**src/rtl/bist_pkg.sv**
```systemverilog
// Shared definitions for the memory BIST sequencers: state encoding,
// default watchdog limit and the polarity of the BIST status line.
package bist_pkg;

  typedef enum logic [2:0] {
    ST_IDLE   = 3'd0,
    ST_DRAIN  = 3'd1,
    ST_LAUNCH = 3'd2,
    ST_WAIT   = 3'd3,
    ST_REPORT = 3'd4
  } state_e;

  // Default number of cycles a run may take before it is declared hung.
  localparam int unsigned TO_CYC_DEFAULT = 1023;

  // Value of bist_status that means the memory test passed.
  localparam logic BIST_PASS = 1'b1;

endpackage : bist_pkg

```
**src/rtl/bist_watchdog.sv**
```systemverilog
// Cycle watchdog for BIST runs. Counts while enabled, stops at the limit
// and flags expiry; a clear has priority over counting.
module bist_watchdog #(
  parameter int unsigned TO_W   = 10,
  parameter int unsigned TO_CYC = 1023
) (
  input  logic clk,
  input  logic rst,
  input  logic clr_i,
  input  logic en_i,
  output logic expired_o
);

  localparam logic [TO_W-1:0] LIMIT = TO_W'(TO_CYC);
  localparam logic [TO_W-1:0] ONE   = {{(TO_W-1){1'b0}}, 1'b1};

  logic [TO_W-1:0] cnt_q;
  logic [TO_W-1:0] cnt_d;

  // Next count: clear wins, otherwise count up and park at the limit.
  always_comb begin
    cnt_d = cnt_q;
    if (clr_i) begin
      cnt_d = '0;
    end else if (en_i && (cnt_q != LIMIT)) begin
      cnt_d = cnt_q + ONE;
    end else begin
      cnt_d = cnt_q;
    end
  end

  // Counter register.
  always_ff @(posedge clk or posedge rst) begin
    if (rst) begin
      cnt_q <= '0;
    end else begin
      cnt_q <= cnt_d;
    end
  end

  assign expired_o = (cnt_q == LIMIT);

endmodule : bist_watchdog

```
**src/rtl/bist_launcher.sv**
```systemverilog
// Host-facing BIST sequencer: launches a requested number of BIST runs,
// waits for each completion under a watchdog, tallies pass/fail and hands
// one aggregate result back through a valid/ack handshake.
module bist_launcher
  import bist_pkg::*;
#(
  parameter int unsigned RUN_W  = 4,
  parameter int unsigned CNT_W  = 8,
  parameter int unsigned TO_CYC = TO_CYC_DEFAULT,
  parameter int unsigned TO_W   = 10
) (
  input  logic             clk,
  input  logic             rst,
  input  logic             req,
  input  logic [RUN_W-1:0] runs,
  input  logic             ack,
  output logic             busy,
  output logic             bist_start,
  input  logic             bist_status,
  input  logic             bist_done,
  output logic             result_valid,
  output logic             result_pass,
  output logic             timeout,
  output logic [CNT_W-1:0] pass_cnt,
  output logic [CNT_W-1:0] fail_cnt
);

  localparam logic [RUN_W-1:0] RUN_ONE = {{(RUN_W-1){1'b0}}, 1'b1};
  localparam logic [CNT_W-1:0] CNT_ONE = {{(CNT_W-1){1'b0}}, 1'b1};
  localparam logic [CNT_W-1:0] CNT_MAX = {CNT_W{1'b1}};

  // Saturating increment for the result counters.
  function automatic logic [CNT_W-1:0] sat_inc(input logic [CNT_W-1:0] v);
    if (v == CNT_MAX) begin
      return v;
    end else begin
      return v + CNT_ONE;
    end
  endfunction

  state_e           state_q,   state_d;
  logic [RUN_W-1:0] target_q,  target_d;
  logic [RUN_W-1:0] run_idx_q, run_idx_d;
  logic [CNT_W-1:0] pass_q,    pass_d;
  logic [CNT_W-1:0] fail_q,    fail_d;
  logic             to_q,      to_d;
  logic             start_q,   start_d;
  logic             valid_q,   valid_d;
  logic             rpass_q,   rpass_d;
  logic             busy_q,    busy_d;
  logic             run_end_s;
  logic             wd_clr_s;
  logic             wd_en_s;
  logic             wd_expired_s;

  // The watchdog restarts on every state change and after every finished
  // run (a timed-out DRAIN may re-enter DRAIN for the next run).
  assign wd_clr_s = (state_d != state_q) || run_end_s;
  assign wd_en_s  = (state_q == ST_DRAIN) || (state_q == ST_WAIT);

  bist_watchdog #(
    .TO_W   (TO_W),
    .TO_CYC (TO_CYC)
  ) u_watchdog (
    .clk       (clk),
    .rst       (rst),
    .clr_i     (wd_clr_s),
    .en_i      (wd_en_s),
    .expired_o (wd_expired_s)
  );

  // Next-state, counter updates and registered-output values.
  always_comb begin
    state_d   = state_q;
    target_d  = target_q;
    run_idx_d = run_idx_q;
    pass_d    = pass_q;
    fail_d    = fail_q;
    to_d      = to_q;
    run_end_s = 1'b0;

    case (state_q)
      ST_IDLE: begin
        if (req) begin
          target_d  = (runs == '0) ? RUN_ONE : runs;
          run_idx_d = '0;
          pass_d    = '0;
          fail_d    = '0;
          to_d      = 1'b0;
          state_d   = ST_DRAIN;
        end else begin
          state_d = ST_IDLE;
        end
      end
      ST_DRAIN: begin
        // Never launch while a stale done from an earlier run is visible.
        if (!bist_done) begin
          state_d = ST_LAUNCH;
        end else if (wd_expired_s) begin
          to_d      = 1'b1;
          fail_d    = sat_inc(fail_q);
          run_end_s = 1'b1;
        end else begin
          state_d = ST_DRAIN;
        end
      end
      ST_LAUNCH: begin
        state_d = ST_WAIT;
      end
      ST_WAIT: begin
        // A done on the expiry cycle still counts as a real completion.
        if (bist_done) begin
          if (bist_status == BIST_PASS) begin
            pass_d = sat_inc(pass_q);
          end else begin
            fail_d = sat_inc(fail_q);
          end
          run_end_s = 1'b1;
        end else if (wd_expired_s) begin
          to_d      = 1'b1;
          fail_d    = sat_inc(fail_q);
          run_end_s = 1'b1;
        end else begin
          state_d = ST_WAIT;
        end
      end
      ST_REPORT: begin
        if (ack) begin
          state_d = ST_IDLE;
        end else begin
          state_d = ST_REPORT;
        end
      end
      default: begin
        state_d = ST_IDLE;
      end
    endcase

    if (run_end_s) begin
      run_idx_d = run_idx_q + RUN_ONE;
      state_d   = (run_idx_d < target_q) ? ST_DRAIN : ST_REPORT;
    end else begin
      run_idx_d = run_idx_d;
    end

    start_d = (state_d == ST_LAUNCH);
    valid_d = (state_d == ST_REPORT);
    busy_d  = (state_d != ST_IDLE);
    rpass_d = (state_d == ST_REPORT) && (fail_d == '0) && !to_d;
  end

  // State, counters and registered outputs.
  always_ff @(posedge clk or posedge rst) begin
    if (rst) begin
      state_q   <= ST_IDLE;
      target_q  <= '0;
      run_idx_q <= '0;
      pass_q    <= '0;
      fail_q    <= '0;
      to_q      <= 1'b0;
      start_q   <= 1'b0;
      valid_q   <= 1'b0;
      rpass_q   <= 1'b0;
      busy_q    <= 1'b0;
    end else begin
      state_q   <= state_d;
      target_q  <= target_d;
      run_idx_q <= run_idx_d;
      pass_q    <= pass_d;
      fail_q    <= fail_d;
      to_q      <= to_d;
      start_q   <= start_d;
      valid_q   <= valid_d;
      rpass_q   <= rpass_d;
      busy_q    <= busy_d;
    end
  end

  assign busy         = busy_q;
  assign bist_start   = start_q;
  assign result_valid = valid_q;
  assign result_pass  = rpass_q;
  assign timeout      = to_q;
  assign pass_cnt     = pass_q;
  assign fail_cnt     = fail_q;

endmodule : bist_launcher

```
**config.mk**
```make
export PLATFORM = sky130hd
export DESIGN_NAME = bist_launcher
export DESIGN_NICKNAME = d
export VERILOG_FILES = /design/src/rtl/bist_pkg.sv /design/src/rtl/bist_watchdog.sv /design/src/rtl/bist_launcher.sv
export SDC_FILE = /design/constraint.sdc
export NUM_CORES = 1
export LEC_CHECK = 0
export ABC_AREA = 0
export BUFFER_PORTS_ARGS = -buffer_cell sky130_fd_sc_hd__buf_2
export CAP_MARGIN = 20
export CORE_MARGIN = 2
export CORE_UTILIZATION = 52
export CTS_BUF_LIST = sky130_fd_sc_hd__clkbuf_8 sky130_fd_sc_hd__clkbuf_16
export DETAILED_ROUTE_END_ITERATION = 7
export GPL_ROUTABILITY_DRIVEN = 0
export PLACE_DENSITY = 0.75
export SKIP_LAST_GASP = 1
export SLEW_MARGIN = 15
export SYNTH_ARGS = -nofsm -noshare
export SYNTH_HDL_FRONTEND = slang
export SYNTH_SLANG_ARGS = --single-unit
```
**constraint.sdc**
```tcl
create_clock -name clk -period 1.9 [get_ports clk]
set_input_delay 0.285 -clock clk [delete_from_list [all_inputs] [get_ports clk]]
set_output_delay 0.285 -clock clk [all_outputs]
set_load 0.01 [all_outputs]
```
==> run summary, run 1 <==
Status: complete, but fails checks
Failing checks: negative setup slack
IO Port Bufs: 30
Final Non-Filler Cells: 433
Slowest-stage cell, CP: dfrtp_1
First-pass GRT wire length: 11.5 mm
Cell Chain, Critical Path: buf_4 -> nand3_1 -> xnor2_2 -> ha_1 -> o21a_1 -> a21oi_2 -> o21ai_2 -> o21ai_4 -> o21ai_4 -> nor2_1
Initial antenna violation count: 0
# setup viols final: 20
M3 GR Usage: 4.70%
Clk Latency, worst-skew pair: 300 ps
Largest family of logic cells by synthesized area: simple AND/OR/NAND/NOR gates
GR Layer Usage met1: 34.9%
First drt pass iteration count: 8
Global Route Usage Sum: 27.7%
Row count: 25
Post-layout min period: 2210 ps
Crit-path leading delay family: compound AO/OA/AOI/OAI gates
Post-synthesis simple-gate area fraction: 25.9%
Yosys warns: 0
Iter 0 DRT Violations: 242
Drt wl/cell: 19.8 um
Most common cell on crit path: o21ai_4
Clock transition at the registers of the reported paths: 90 ps
Clock Tree Buf Depth: 2
IO Count: 31
Worst hold-check path type: input port to asynchronous set/reset pin
Mapped cell area: 2460 sq um
CTS tree: built
Area of the multi-input gates: 1650 sq um
Unrepaired setup endpoints after global routing: true
Main synth FF type: dfrtp_1
CTS root buf: clkbuf_8
Placed Cells incl. Taps: 402
Fillers: 280
Crit path capture type: register
Synth Area in Adders: 3.57%
Cells after synthesis: 261
Maxcap violations: 0
Routed via count: 2725
Worst-path fanout max: 5
Fmax: 0.453 GHz
Core Footprint: 4630 sq um
Relative slew slack: 43.7%
Unique masters post-synth: 56
WP buf/inv: 1
Via/cell ratio: 6.29
Share of cells above drive strength 1: 49.1%
Seq/Total Area, Yosys: 42.8%
Final worst-path setup slack: -310 ps
Mean Syn Cell Area: 9.41 sq um
Crit path DAT: 2440 ps
Required @ worst endpoint: 2130 ps
Final cell utilization of the core: 81.5%
Fraction of synthesized cell area in xor and xnor cells: 5.71%
Slowest stage delay, CP: 400 ps
Die Width: 72.7 um
Layout Nets: 395
LEAKAGE: 0.00182 uW
Vias in the first global route: 2506
Hold WS: 105 ps
Compound-Gate Fraction of Synth Area: 16.1%
Fin. Hold Viols: 0
Antenna Cells: 0
Yosys reg bits: 42
# DRC: 0
Clock skew: 6.23 ps
Final number of max-transition violations: 0
Final cycle utilization of the critical path: 116%
CTS sink cnt: 42
Top Usage Layer GRT: met2
Most common cell after layout, fill and taps aside: buf_4
Post-CTS Hold Fix Bufs: 0
Post-synth EDFFs: 0
Fraction of synthesized area in multiplexers: 2.55%
Met2 usage: 47.7%
Most frequent cells in the layout: 77 x buf_4, 38 x dfrtp_1, 30 x buf_2, 25 x nor2_1, 16 x nand2_1
Critical path type: register to register
Die Ht: 72.7 um
Die area: 5290 sq um
H-tree Lvls: 2
GRT Residual Overflow: 0
Power density cells: 1370 nW/um^2
Post-DP HPWL: 4.52 mm
Synthesis-to-layout area growth: 53.7%
Async set-reset flop share out of synthesis: 100%
Total CTS buffers: 5
Setup crit start kind: register
Worst VDD drop: 0.000719 V
Initial core utilization: 53.1%
Slew @ Worst Pin: 837 ps
Largest net degree at the start of global routing: 43
FF/Latch Area: 1060 sq um
Final ANT Viol Nets: 0
Drt total wl: 8.56 mm
Synthesized Nets: 278
[metrics by stage]
stage               setup TNS (ps)  power [uW]  cell area (sq um)  worst slack [ps]
CTS                          -1320        4480               3460              -149
global route                 -6430        5430               3770              -397
global placement             -1620        3340               3140              -200
detailed placement           -2430        3420               3140              -217
floorplan                     -153        2510               2480              -145
finish                       -4390        5190               3770              -310
[power breakdown]
group / switching (uW) / leakage [uW] / total [uW] / internal, uW
logic: 1620 / 0.00122 / 3110 / 1490
registers: 209 / 0.000552 / 1320 / 1110
clock network: 353 / 0.0000563 / 754 / 401
total: 2190 / 0.00182 / 5190 / 3000
[repair_timing]
| item | 4_1_cts | 5_1_grt |
|---|---|---|
| gates cloned | 1 | 0 |
| pin swaps | 14 | 25 |
| buffers inserted | 7 | 18 |
| setup endpoints to repair | 13 | 25 |
| gates resized for setup | 23 | 44 |
[final timing paths]
kind,slack (ps),cells past startpoint,endpoint,start
min reg2reg,580,1,run_idx_q[2],run_idx_q[2]
max reg2reg,-310,10,u_watchdog.cnt_q[5],run_idx_q[0]
max in group asynchronous,1400,3,state_q[2],rst
max,-310,10,u_watchdog.cnt_q[5],run_idx_q[0]
min in group clk,260,3,target_q[2],runs[2]
min,110,3,run_idx_q[2],rst
[flip-flops by register name, summed over array words and instances (netlist names), 3 cells and up]
name,count
state_q,3
pass_cnt,8
run_idx_q,4
fail_cnt,8
u_watchdog.cnt_q,10
target_q,4
[worst reg2reg max path: cells and delay by family (launching register included)]
| kind | cells | cell delay (ps) |
|---|---|---|
| compound gates | 5 | 860 |
| xor+xnor | 1 | 180 |
| fa+ha+maj | 1 | 300 |
| buf+inv | 1 | 150 |
| flops | 1 | 400 |
| simple gates | 2 | 260 |
[layout make-up]
cell class	instances	area share, %
Clock buffer	5	1.82
Clock inverter	3	1.29
Inverter	13	1.29
Multi-Input combinational cell	200	43.6
Sequential cell	42	28.0
Tap cell	54	1.79
Timing Repair Buffer	116	22.2
[routing by layer]
layer / share of wire (%) / vias to the layer above / wire (um)
met5: 0 / - / 0
met4: 5.5 / 0 / 472
met1: 39 / 1314 / 3360
li1: - / 1192 / -
met2: 49 / 157 / 4220
met3: 6.0 / 62 / 510
[kinds of logic after synthesis]
logic type / Yosys count
muxes: 6
DFF: 42
adders and majority gates: 7
and+or+nand+nor: 113
xor gates and xnor gates: 16
buffers and inverters: 20
AOI/OAI and AO/OA: 57
[cell usage after synthesis (all sizes together), types with 3 or more instances]
| library cell | n | area share (%) |
|---|---|---|
| a211o | 3 | 1.1 |
| a21oi | 9 | 1.8 |
| a31o | 3 | 1.1 |
| a31oi | 6 | 1.5 |
| and3 | 6 | 1.5 |
| buf | 5 | 1.1 |
| dfrtp | 42 | 43 |
| ha | 7 | 3.6 |
| inv | 13 | 2.0 |
| mux2i | 4 | 1.6 |
| nand2 | 19 | 2.9 |
| nand2b | 3 | 0.76 |
| nand3 | 18 | 3.7 |
| nand4 | 8 | 2.6 |
| nor2 | 27 | 4.1 |
| nor2b | 3 | 0.76 |
| nor3 | 11 | 2.7 |
| o21ai | 18 | 3.8 |
| or3 | 3 | 0.76 |
| xnor2 | 5 | 1.8 |
| xor2 | 11 | 3.9 |
Power figures use the tool's default switching activity.
==> run 2, diff against run 1 <==
--- a/config.mk
+++ b/config.mk
@@ -14,6 +14,7 @@
 export DETAILED_ROUTE_END_ITERATION = 7
 export GPL_ROUTABILITY_DRIVEN = 0
 export PLACE_DENSITY = 0.75
+export RECOVER_POWER = 50
 export SKIP_LAST_GASP = 1
 export SLEW_MARGIN = 15
 export SYNTH_ARGS = -nofsm -noshare
==> run summary, run 2 (synthesis results as in run 1) <==
Worst VDD drop: 0.000719 V
WL met2: 4.23 mm
Iter 0 DRT Violations: 242
LEAKAGE: 0.00182 uW
Critical path type: register to register
Row count: 25
Fillers: 280
Fin. Hold Viols: 0
Final ANT Viol Nets: 0
Setup crit start kind: register
First drt pass iteration count: 8
Setup crit end: u_watchdog.cnt_q[5]
RR Endpoint: u_watchdog.cnt_q[5]
# DRC: 0
IO Port Bufs: 30
Core Footprint: 4630 sq um
Levels on crit path: 10
Required @ worst endpoint: 2130 ps
Cell Chain, Critical Path: buf_4 -> nand3_1 -> xnor2_2 -> ha_1 -> o21a_1 -> a21oi_2 -> o21ai_2 -> o21ai_4 -> o21ai_4 -> nor2_1
CTS root buf: clkbuf_8
Initial core utilization: 53.1%
Total CTS buffers: 5
Design area: 3770 sq um
Fmax: 0.453 GHz
Unrepaired setup endpoints after global routing: true
Drt wl/cell: 19.8 um
Share of cells above drive strength 1: 49.1%
Die area: 5290 sq um
Hold path startpoint: runs[2]
Clk Latency, worst-skew pair: 300 ps
WL met3: 508 um
Placed Cells incl. Taps: 402
# setup viols final: 20
Largest register FFs: 10
Post-DP HPWL: 4.52 mm
Vias in the first global route: 2506
Slowest stage delay, CP: 400 ps
Crit path capture type: register
Global Route Usage Sum: 27.7%
GRT Residual Overflow: 0
CTS tree: built
Antenna Cells: 0
Final cycle utilization of the critical path: 116%
Failing checks: negative setup slack
Die Width: 72.7 um
Crit Reg-Reg Startpoint: run_idx_q[0]
Status: complete, but fails checks
Relative slew slack: 29.4%
CTS sink cnt: 42
Crit path DAT: 2440 ps
CP Launch Point: run_idx_q[0]
Slowest-stage cell, CP: dfrtp_1
Slew @ Worst Pin: 1060 ps
Final worst-path setup slack: -310 ps
Clock transition at the registers of the reported paths: 90 ps
Final number of max-transition violations: 0
H-tree Lvls: 2
IO Count: 31
Setup WS pre-CTS: -217 ps
First-pass GRT wire length: 11.5 mm
Clock Tree Buf Depth: 2
Most common cell after layout, fill and taps aside: buf_4
Layout Nets: 395
Clock skew: 6.23 ps
Routed via count: 2721
Final total power: 5190 uW
Worst-path fanout max: 5
Largest Register: u_watchdog.cnt_q
Most common cell on crit path: o21ai_4
WP buf/inv: 1
Top layer in use: met4
Power density cells: 1380 nW/um^2
Final Non-Filler Cells: 433
Largest net degree at the start of global routing: 43
Maxcap violations: 0
Flop2flop setup slack: -310 ps
Die Ht: 72.7 um
Placed cell area: 3140 sq um
R2R depth: 10
Synthesis-to-layout area growth: 53.6%
Final cell utilization of the core: 81.5%
Wl on met1: 3.36 mm
Most frequent cells in the layout: 76 x buf_4, 38 x dfrtp_1, 30 x buf_2, 25 x nor2_1, 16 x nand2_1
Drt total wl: 8.56 mm
Crit-path leading delay family: compound AO/OA/AOI/OAI gates
Via/cell ratio: 6.28
Initial antenna violation count: 0
Post-layout min period: 2210 ps
Worst hold-check path type: input port to register
==> run 2: changes by cell type in the layout (fill, tap and decap cells not counted), sizes merged <==
cell    change
buf         -1
clkbuf      +1
==> run 2: timing repair <==
item,CTS,global route
endpoints found under the setup margin,13,25
pin swaps,14,25
setup buffers,7,18
hold endpoints to repair,0,0
hold buffers,0,0
gates cloned,1,0
gates resized for setup,23,44
==> run 2: layer usage <==
metal	vias up	GRT usage, %
li1	1192	-
met1	1314	34.9
met2	155	47.7
met3	60	4.70
met4	0	10.1
met5	-	0
==> run 2: worst reg2reg max path, cell delays in order, from the launching register on <==
cell	delay (ps)
dfrtp_1	400
buf_4	150
nand3_1	130
xnor2_2	180
ha_1	300
o21a_1	130
a21oi_2	190
o21ai_2	150
o21ai_4	260
o21ai_4	130
nor2_1	130
==> run 2: power by group <==
part | internal (uW) | leakage [uW] | switching (uW)
logic | 1490 | 0.00121 | 1620
registers | 1110 | 0.000552 | 209
clock network | 401 | 0.0000563 | 353
total | 3000 | 0.00182 | 2190
==> run 2: how the worst min path moves through the flow <==
stage	cells past startpoint	slack, ps	end
after floorplan	2	400	target_q[1]
after global placement	3	440	busy
final	3	260	target_q[2]
after global routing	3	230	target_q[2]
after CTS	3	120	run_idx_q[2]
after detailed placement	3	450	busy
==> run 2: metrics by stage <==
step,hold WS [ps],TNS (ps)
floorplan,402,-153
global placement,441,-1620
detailed placement,448,-2430
CTS,119,-1320
global route,225,-6430
finish,261,-4390
==> run 2: final cells by class <==
type                       count  area, sq um  area share (%)
tap                           54         67.6            1.79
timing repair buffer         116          836            22.2
clock inverter                 3         48.8            1.29
sequential                    42         1060            28.0
multi-input combinational    200         1650            43.6
inverter                      13         48.8            1.29
clock buffer                   5         68.8            1.82
